### config.mk
export PLATFORM = sky130hd
export DESIGN_NAME = max_pool_2x2_stream_flat
export DESIGN_NICKNAME = d
export VERILOG_FILES = /design/src/rtl/max_pool_2x2_stream_if.sv /design/src/rtl/max_pool_2x2_stream.sv /design/src/flat_wrapper.sv
export SDC_FILE = /design/constraint.sdc
export NUM_CORES = 1
export LEC_CHECK = 0
export CORE_MARGIN = 1.5
export CORE_UTILIZATION = 50
export CTS_BUF_LIST = sky130_fd_sc_hd__clkbuf_8
export CTS_CLUSTER_SIZE = 20
export DETAILED_ROUTE_END_ITERATION = 8
export DONT_BUFFER_PORTS = 1
export PLACE_DENSITY = 0.73
export SETUP_SLACK_MARGIN = 0.1
export SLEW_MARGIN = 15
export SYNTH_ARGS = -nofsm -noshare
export SYNTH_HDL_FRONTEND = slang
export SYNTH_SLANG_ARGS = --single-unit
### constraint.sdc
create_clock -name CLK -period 5.6 [get_ports CLK]
set_clock_uncertainty 0.1 [all_clocks]
set_input_delay 1.4 -clock CLK [delete_from_list [all_inputs] [get_ports CLK]]
set_output_delay 1.4 -clock CLK [all_outputs]
set_load 0.05 [all_outputs]
### src/rtl/max_pool_2x2_stream_if.sv
// Pixel stream bundle between the convolution stage and the 2x2 max-pool stage.
// The master drives the input pixels; the slave (the pooling stage) drives the pooled results.
interface max_pool_2x2_stream_if #(
   parameter int Datawidth = 16
);
   logic                 Valid_IN;
   logic [Datawidth-1:0] In;
   logic                 Valid_OUT;
   logic [Datawidth-1:0] Out;
   logic                 Frame_Done;

   modport master (
      output Valid_IN, In,
      input  Valid_OUT, Out, Frame_Done
   );

   modport slave (
      input  Valid_IN, In,
      output Valid_OUT, Out, Frame_Done
   );
endinterface

### src/rtl/max_pool_2x2_stream.sv
// Streaming 2x2 / stride-2 max-pool stage on a raster-order pixel stream.
// Uses one half-width line buffer of row-pair maxima and no frame buffer.
module max_pool_2x2_stream #(
   parameter int IMG_Width  = 28,
   parameter int IMG_Height = 28,
   parameter int Datawidth  = 16,
   parameter int Signed     = 1
) (
   input logic                   CLK,
   input logic                   CLR,
   max_pool_2x2_stream_if.slave  bus
);
   localparam int  HALF_W = IMG_Width / 2;
   localparam int  CW     = $clog2(IMG_Width);
   localparam int  HW     = $clog2(IMG_Height);
   localparam int  LBW    = (HALF_W > 1) ? $clog2(HALF_W) : 1;
   localparam bit  ODD_W  = (IMG_Width % 2) == 1;
   localparam bit  ODD_H  = (IMG_Height % 2) == 1;

   logic [CW-1:0]        cot;
   logic [HW-1:0]        hang;
   logic [Datawidth-1:0] pair;
   logic [Datawidth-1:0] line_buf [HALF_W];
   logic [Datawidth-1:0] out_q;
   logic                 valid_out_q;
   logic                 frame_done_q;

   logic                 last_col;
   logic                 last_row;
   logic                 in_pool;
   logic [LBW-1:0]       lb_idx;
   logic [Datawidth-1:0] pair_max;
   logic [Datawidth-1:0] window_max;

   function automatic logic [Datawidth-1:0] max2(input logic [Datawidth-1:0] a,
                                                 input logic [Datawidth-1:0] b);
      if (Signed != 0)
         return ($signed(a) >= $signed(b)) ? a : b;
      return (a >= b) ? a : b;
   endfunction

   // Trailing column/row of an odd-sized map is counted but never pooled.
   always_comb begin
      last_col   = (cot == CW'(IMG_Width - 1));
      last_row   = (hang == HW'(IMG_Height - 1));
      in_pool    = !(ODD_W && last_col) && !(ODD_H && last_row);
      lb_idx     = LBW'(cot >> 1);
      pair_max   = max2(pair, bus.In);
      window_max = max2(line_buf[lb_idx], pair_max);
   end

   always_ff @(posedge CLK or negedge CLR) begin
      if (!CLR) begin
         cot          <= '0;
         hang         <= '0;
         pair         <= '0;
         out_q        <= '0;
         valid_out_q  <= 1'b0;
         frame_done_q <= 1'b0;
      end else begin
         valid_out_q  <= 1'b0;
         frame_done_q <= 1'b0;
         if (bus.Valid_IN) begin
            if (last_col) begin
               cot <= '0;
               if (last_row) begin
                  hang         <= '0;
                  frame_done_q <= 1'b1;
               end else begin
                  hang <= hang + 1'b1;
               end
            end else begin
               cot <= cot + 1'b1;
            end

            if (in_pool) begin
               if (!cot[0]) begin
                  pair <= bus.In;
               end else if (hang[0]) begin
                  out_q       <= window_max;
                  valid_out_q <= 1'b1;
               end
            end
         end
      end
   end

   // Even rows park their pair maxima here; the odd row below reads them back.
   always_ff @(posedge CLK) begin
      if (bus.Valid_IN && in_pool && cot[0] && !hang[0])
         line_buf[lb_idx] <= pair_max;
   end

   assign bus.Out        = out_q;
   assign bus.Valid_OUT  = valid_out_q;
   assign bus.Frame_Done = frame_done_q;
endmodule

### src/flat_wrapper.sv
// flat-port wrapper written by rule: the top's interface ports become plain ports
module max_pool_2x2_stream_flat 
#(
   parameter int IMG_Width  = 28,
   parameter int IMG_Height = 28,
   parameter int Datawidth  = 16,
   parameter int Signed     = 1
)
  (CLK, CLR, bus_Valid_IN, bus_In, bus_Valid_OUT, bus_Out, bus_Frame_Done);
  max_pool_2x2_stream_if #(.Datawidth(Datawidth)) bus_i ();
  input logic CLK;
  input logic CLR;
  input wire logic [$bits(bus_i.Valid_IN)-1:0] bus_Valid_IN;
  input wire logic [$bits(bus_i.In)-1:0] bus_In;
  output wire logic [$bits(bus_i.Valid_OUT)-1:0] bus_Valid_OUT;
  output wire logic [$bits(bus_i.Out)-1:0] bus_Out;
  output wire logic [$bits(bus_i.Frame_Done)-1:0] bus_Frame_Done;
  assign bus_i.Valid_IN = bus_Valid_IN;
  assign bus_i.In = bus_In;
  assign bus_Valid_OUT = bus_i.Valid_OUT;
  assign bus_Out = bus_i.Out;
  assign bus_Frame_Done = bus_i.Frame_Done;
  max_pool_2x2_stream #(.IMG_Width(IMG_Width), .IMG_Height(IMG_Height), .Datawidth(Datawidth), .Signed(Signed)) u_core (.CLK(CLK), .CLR(CLR), .bus(bus_i));
endmodule
# After elaboration in Yosys (flattened, before gate mapping)
# Memories as Yosys holds them, arrays and structs flattened.
# Index checks and enable logic that the tools add are counted.
[totals]
inputBits = 19
rom_bits = 0
ram_bits = 224
mem_count = 1
reg_bits = 44
latch_bits = 0
word_cells = 32
out_inout_bits = 18
[classes]
multipliers = 0
eq_ne = 2
n_shift = 0
bitwise = 1
n_reduce_logical = 6
order_cmp = 2
add_sub_neg = 2
muxes = 12
div_mod_pow = 0
[memory_table]
columns = ["memory", "words", "width", "rd", "rd_ports_with_merged_regs", "wr", "line_no", "source"]
rows = [
  ["u_core.line_buf", 14, 16, 1, 0, 1, "max_pool_2x2_stream.sv:23", "logic [Datawidth-1:0] line_buf [HALF_W];"],
]
[op_table]
columns = ["op", "count"]
rows = [
  [">= comparator 16 bit", 2],
  ["2-to-1 mux 16 bit", 2],
  ["adder 5 x 1 -> 5 bit (second input constant)", 2],
  ["equality test 5 bit (second input constant)", 2],
  ["2-to-1 mux 5 bit", 2],
  ["2-to-1 mux 1 bit", 8],
  ["AND reduction 2 bit", 2],
  ["AND reduction 3 bit", 1],
  ["logical AND 1 bit", 2],
  ["logical NOT 1 bit", 1],
  ["NOT 1 bit", 1],
]

# Logic depth before layout (Yosys ltp)
[depth]
depth_word = 4
ltp_mapped = 20
depth_no_buf = 16

# Least setup slack after synthesis
# Ideal clock, no wire load.
[synth_path]
path_kind = "in2reg"
from = "input port bus_In[5]"
to = "register u_core.out_q[11], in the netlist u_core.bus.Out[11]"
t_arrival_ps = 5180
required_ps = 5354
path_slack_ps = 174
n_path_buf = 4
path_stages = 19
setup_ps = 146
path_cell_list = "inv_1 > ha_1 > a21o_1 > a221o_1 > a21oi_2 > nand4b_1 > o32a_1 > buf_6 > buf_12 > mux2i_4 > ha_1 > nand4_1 > nor3_1 > a211oi_1 > mux2i_1 > or2_2 > clkbuf_1 > buf_2 > o221ai_1"
[synth_between]
elab_chain_len = 4
[synth_lines]
columns = ["element", "line_no", "source"]
rows = [
  ["from (decl)", "flat_wrapper.sv:14", "input wire logic [$bits(bus_i.In)-1:0] bus_In;"],
  [">= comparator 16 bit", "max_pool_2x2_stream.sv:38", "return ($signed(a) >= $signed(b)) ? a : b;"],
  ["2-to-1 mux 16 bit (*)", "max_pool_2x2_stream.sv:38", ""],
  [">= comparator 16 bit", "max_pool_2x2_stream.sv:38", ""],
  ["2-to-1 mux 16 bit (*)", "max_pool_2x2_stream.sv:38", ""],
  ["to (signal assigned)", "max_pool_2x2_stream.sv:80", "out_q <= window_max;"],
  ["to (decl)", "max_pool_2x2_stream.sv:24", "logic [Datawidth-1:0] out_q;"],
]
# Mark *: on every way between the ends. The rest lies on a longest branch, timed or not.
# A chain may end at the register's enable or synchronous reset.

# Worst setup path in the final report
[layout_path]
from = "input port bus_In[5]"
to = "register u_core.out_q[3], in the netlist u_core.bus.Out[3]"
# Same word-level chain as after synthesis.

==> impl_metrics.yaml <==
outcome:
  status: "finished, final reports clean"
timing:
  max_slew_margin_pct: 27.2
  fmaxAchievable_mhz: 194
  final_max_slew_viol_count: 0
  tightest_slew_ns: 1.09
  rsz0062_at_grt: "false"
  fin_crit_ns: 5.16
  timing.final.crit_share_pct: 92.2
  fin_ws_ns: 0.438
  setup_viol: 0
  hold_viol: 0
finish:
  drive_gt1_share_pct: 20.7
  nets: 790
  multi_input_area_um2: 3450
  final_core_util_pct: 56.3
  register_area_um2: 7830
  area_delta_synth_final_pct: 10.1
  antenna_cells: 0
  final-instance-count-excl-fill: 1052
  fillers: 1670
power:
  total_power_uw: 6420
  power_density_nw_per_um2: 502
  power_frac_seq_pct: 46.9
  p_switching_uw: 2270
  p_int_uw: 4150
  switching_share_pct: 35.4
  clkPwrFrac_pct: 22.9
  ir_worst_vdd_mv: 0.202
  pwr-share-comb_pct: 30.2
  p_leak_uw: 0.00470
clock_tree:
  clk_pin_slew_ns: 0.06
  cts_tree: "yes"
  holdBufCountCts: 0
  cts_sinks: 268
  cts_buffer_depth: 3
  clock_latency_ns: 0.53
  cts_resized: 0
  cts_buffers: 42
  cts-root-buf: "clkbuf_8"
  htree_levels: 2
  cts_setup_buffers: 0
setup_path:
  crit_type: "input port to flop"
  cp_data_required_time_ns: 5.88
  worst_ep_arrival_time_ns: 5.44
  start_kind: "input port"
  endpoint_kind: "flop"
  crit_path_max_fanout: 15
die:
  die_y_um: 155
  die_w_um: 155
  core_um2: 22700
  die_area_um2: 24100
  num_rows: 55
  start_util_pct: 51.1
  io_pins: 37
yosys:
  async_flop_share_pct: 16.4
  ys_ff_latch: 268
  synthDistinctLibCells: 44
  yosys-top-cells-area: "edfxtp_1 58%, dfrtp_1 9.5%, mux4_2 9.3%"
  synth_top_area_share_pct: 58.0
  synth_area_um2: 11600
  synth_seq_area_share_pct: 67.5
  postSynthAreaPerCell_um2: 16.5
  synthFlopType: "edfxtp_1"
  synthesis.nets: 755
  synthCells: 702
  synth-edff-count: 224
  yosysTopAreaCell: "edfxtp_1"
  yosys_warnings: 0
detailed_routing:
  drt-total-wl_um: 22500
  viasPerCell: 5.91
  drt_pass1_iterations: 5
  ant_nets: 0
  drc: 0
  drt_first_iter_violations: 489
  vias: 6216
  wl_per_cell_um: 21.4
place:
  pre_cts_ws_ns: -0.0728
  dp.cells: 977
  hpwlAfterDp_um: 14600
  place.gp.congestion: 0.922
  io_buffer_count: 0
global_routing:
  antenna_found_initial: 0
  grt_pass1_wl_um: 34900
  grt_overflow: 0
  grt_max_degree: 59
  grt.total_usage_pct: 19.2
  grt_pass1_vias: 6352
min_path:
  hp-class: "flop to flop"
flow_run:
  cap_violations: 0
[sequential cells by signal (all words and copies together), names as in the netlist]
signal and cells:
u_core.line_buf 224, u_core.bus.Frame_Done 1, u_core.cot 5, u_core.pair 16, u_core.hang 5, u_core.bus.Out 16, u_core.bus.Valid_OUT 1
[power groups by stage]
stage,clock (uW),combinational [uW],sequential (uW)
after global placement,0,1770,3110
after detailed placement,0,1840,3120
after global routing,1570,2130,3050
after CTS,1500,1850,3080
after floorplan,0,1610,2810
final,1470,1940,3010
[synth_stat cells, drive strengths merged (2+ instances only)]
master	n
mux4	48
mux2	4
nor2	24
xor2	3
dfrtp	44
a21oi	12
a211oi	2
inv	50
nand2b	6
nor3	7
nand3	7
o211ai	15
o31ai	2
nand4	10
o21a	16
nor3b	2
mux2i	48
o221ai	15
ha	34
buf	18
nand2	60
clkbuf	16
a21o	3
edfxtp	224
o21ai	21
[cell usage in the layout (no fill, tap or decap), drive strengths merged, types with 10 or more instances in the layout]
cell    instances
a21oi          12
buf            25
clkbuf         43
clkinv         13
dfrtp          44
edfxtp        224
ha             34
inv            66
mux2i          48
mux4           48
nand2          60
nand4          10
nor2           24
o211ai         15
o21a           16
o21ai          21
o221ai         15
[metal layers]
layer | global-route usage [%] | part of all wire [%] | wire (um) | vias up
li1 | - | - | - | 2786
met1 | 25.1 | 42 | 9450 | 3170
met5 | 0 | 0 | 0 | -
met4 | 6.26 | 2.5 | 554 | 0
met3 | 4.40 | 7.1 | 1610 | 54
met2 | 32.0 | 48 | 10900 | 206
[stage by stage]
step           setup TNS, ns  cell area, um2  hold WS, ns
2_1_floorplan              0           11600        0.355
3_3_place_gp               0           12000        0.369
3_5_place_dp          -0.423           12000        0.413
4_1_cts                    0           12800        0.430
5_1_grt                    0           12800        0.436
6_report                   0           12800        0.421
[layout make-up]
type / count / area share, %
Clock buffer: 43 / 4.63
Sequential cell: 268 / 61.3
Timing Repair Buffer: 25 / 1.63
Clock inverter: 31 / 1.23
Multi-Input combinational cell: 350 / 27.0
Tap cell: 285 / 2.79
Inverter: 50 / 1.47
[kinds of logic after synthesis]
kind of cell | synth area share, %
flops | 67.5
simple gates | 4.61
mux | 15.0
compound gates | 5.97
buf+inv | 3.04
fa+ha+maj | 3.67
xor+xnor | 0.302
[critical path: stages]
cell and delay, ns:
inv_1 0.03, ha_1 0.30, a21o_1 0.19, a221o_1 0.34
a21oi_2 0.17, nand4b_1 0.10, o32a_2 0.46, buf_4 0.22
mux2i_1 0.32, ha_1 0.31, nand4_1 0.18, nor3_1 0.09
o31ai_1 0.22, o2111ai_1 0.14, mux2i_1 0.29, or2_2 0.46
o221ai_1 0.21
[worst paths after layout]
check,startpoint,end,slack [ns],cells past startpoint
min in group asynchronous,CLR,u_core.pair[1],0.46,0
worst min-delay path,u_core.hang[4],u_core.hang[4],0.42,2
max in group asynchronous,CLR,u_core.cot[1],4.85,0
worst max-delay path,bus_In[5],u_core.bus.Out[3],0.44,17
worst min register to register,u_core.hang[4],u_core.hang[4],0.42,2
worst max register to register,u_core.pair[7],u_core.bus.Out[3],0.94,16
No activity file was read; power rests on OpenSTA's default activity.
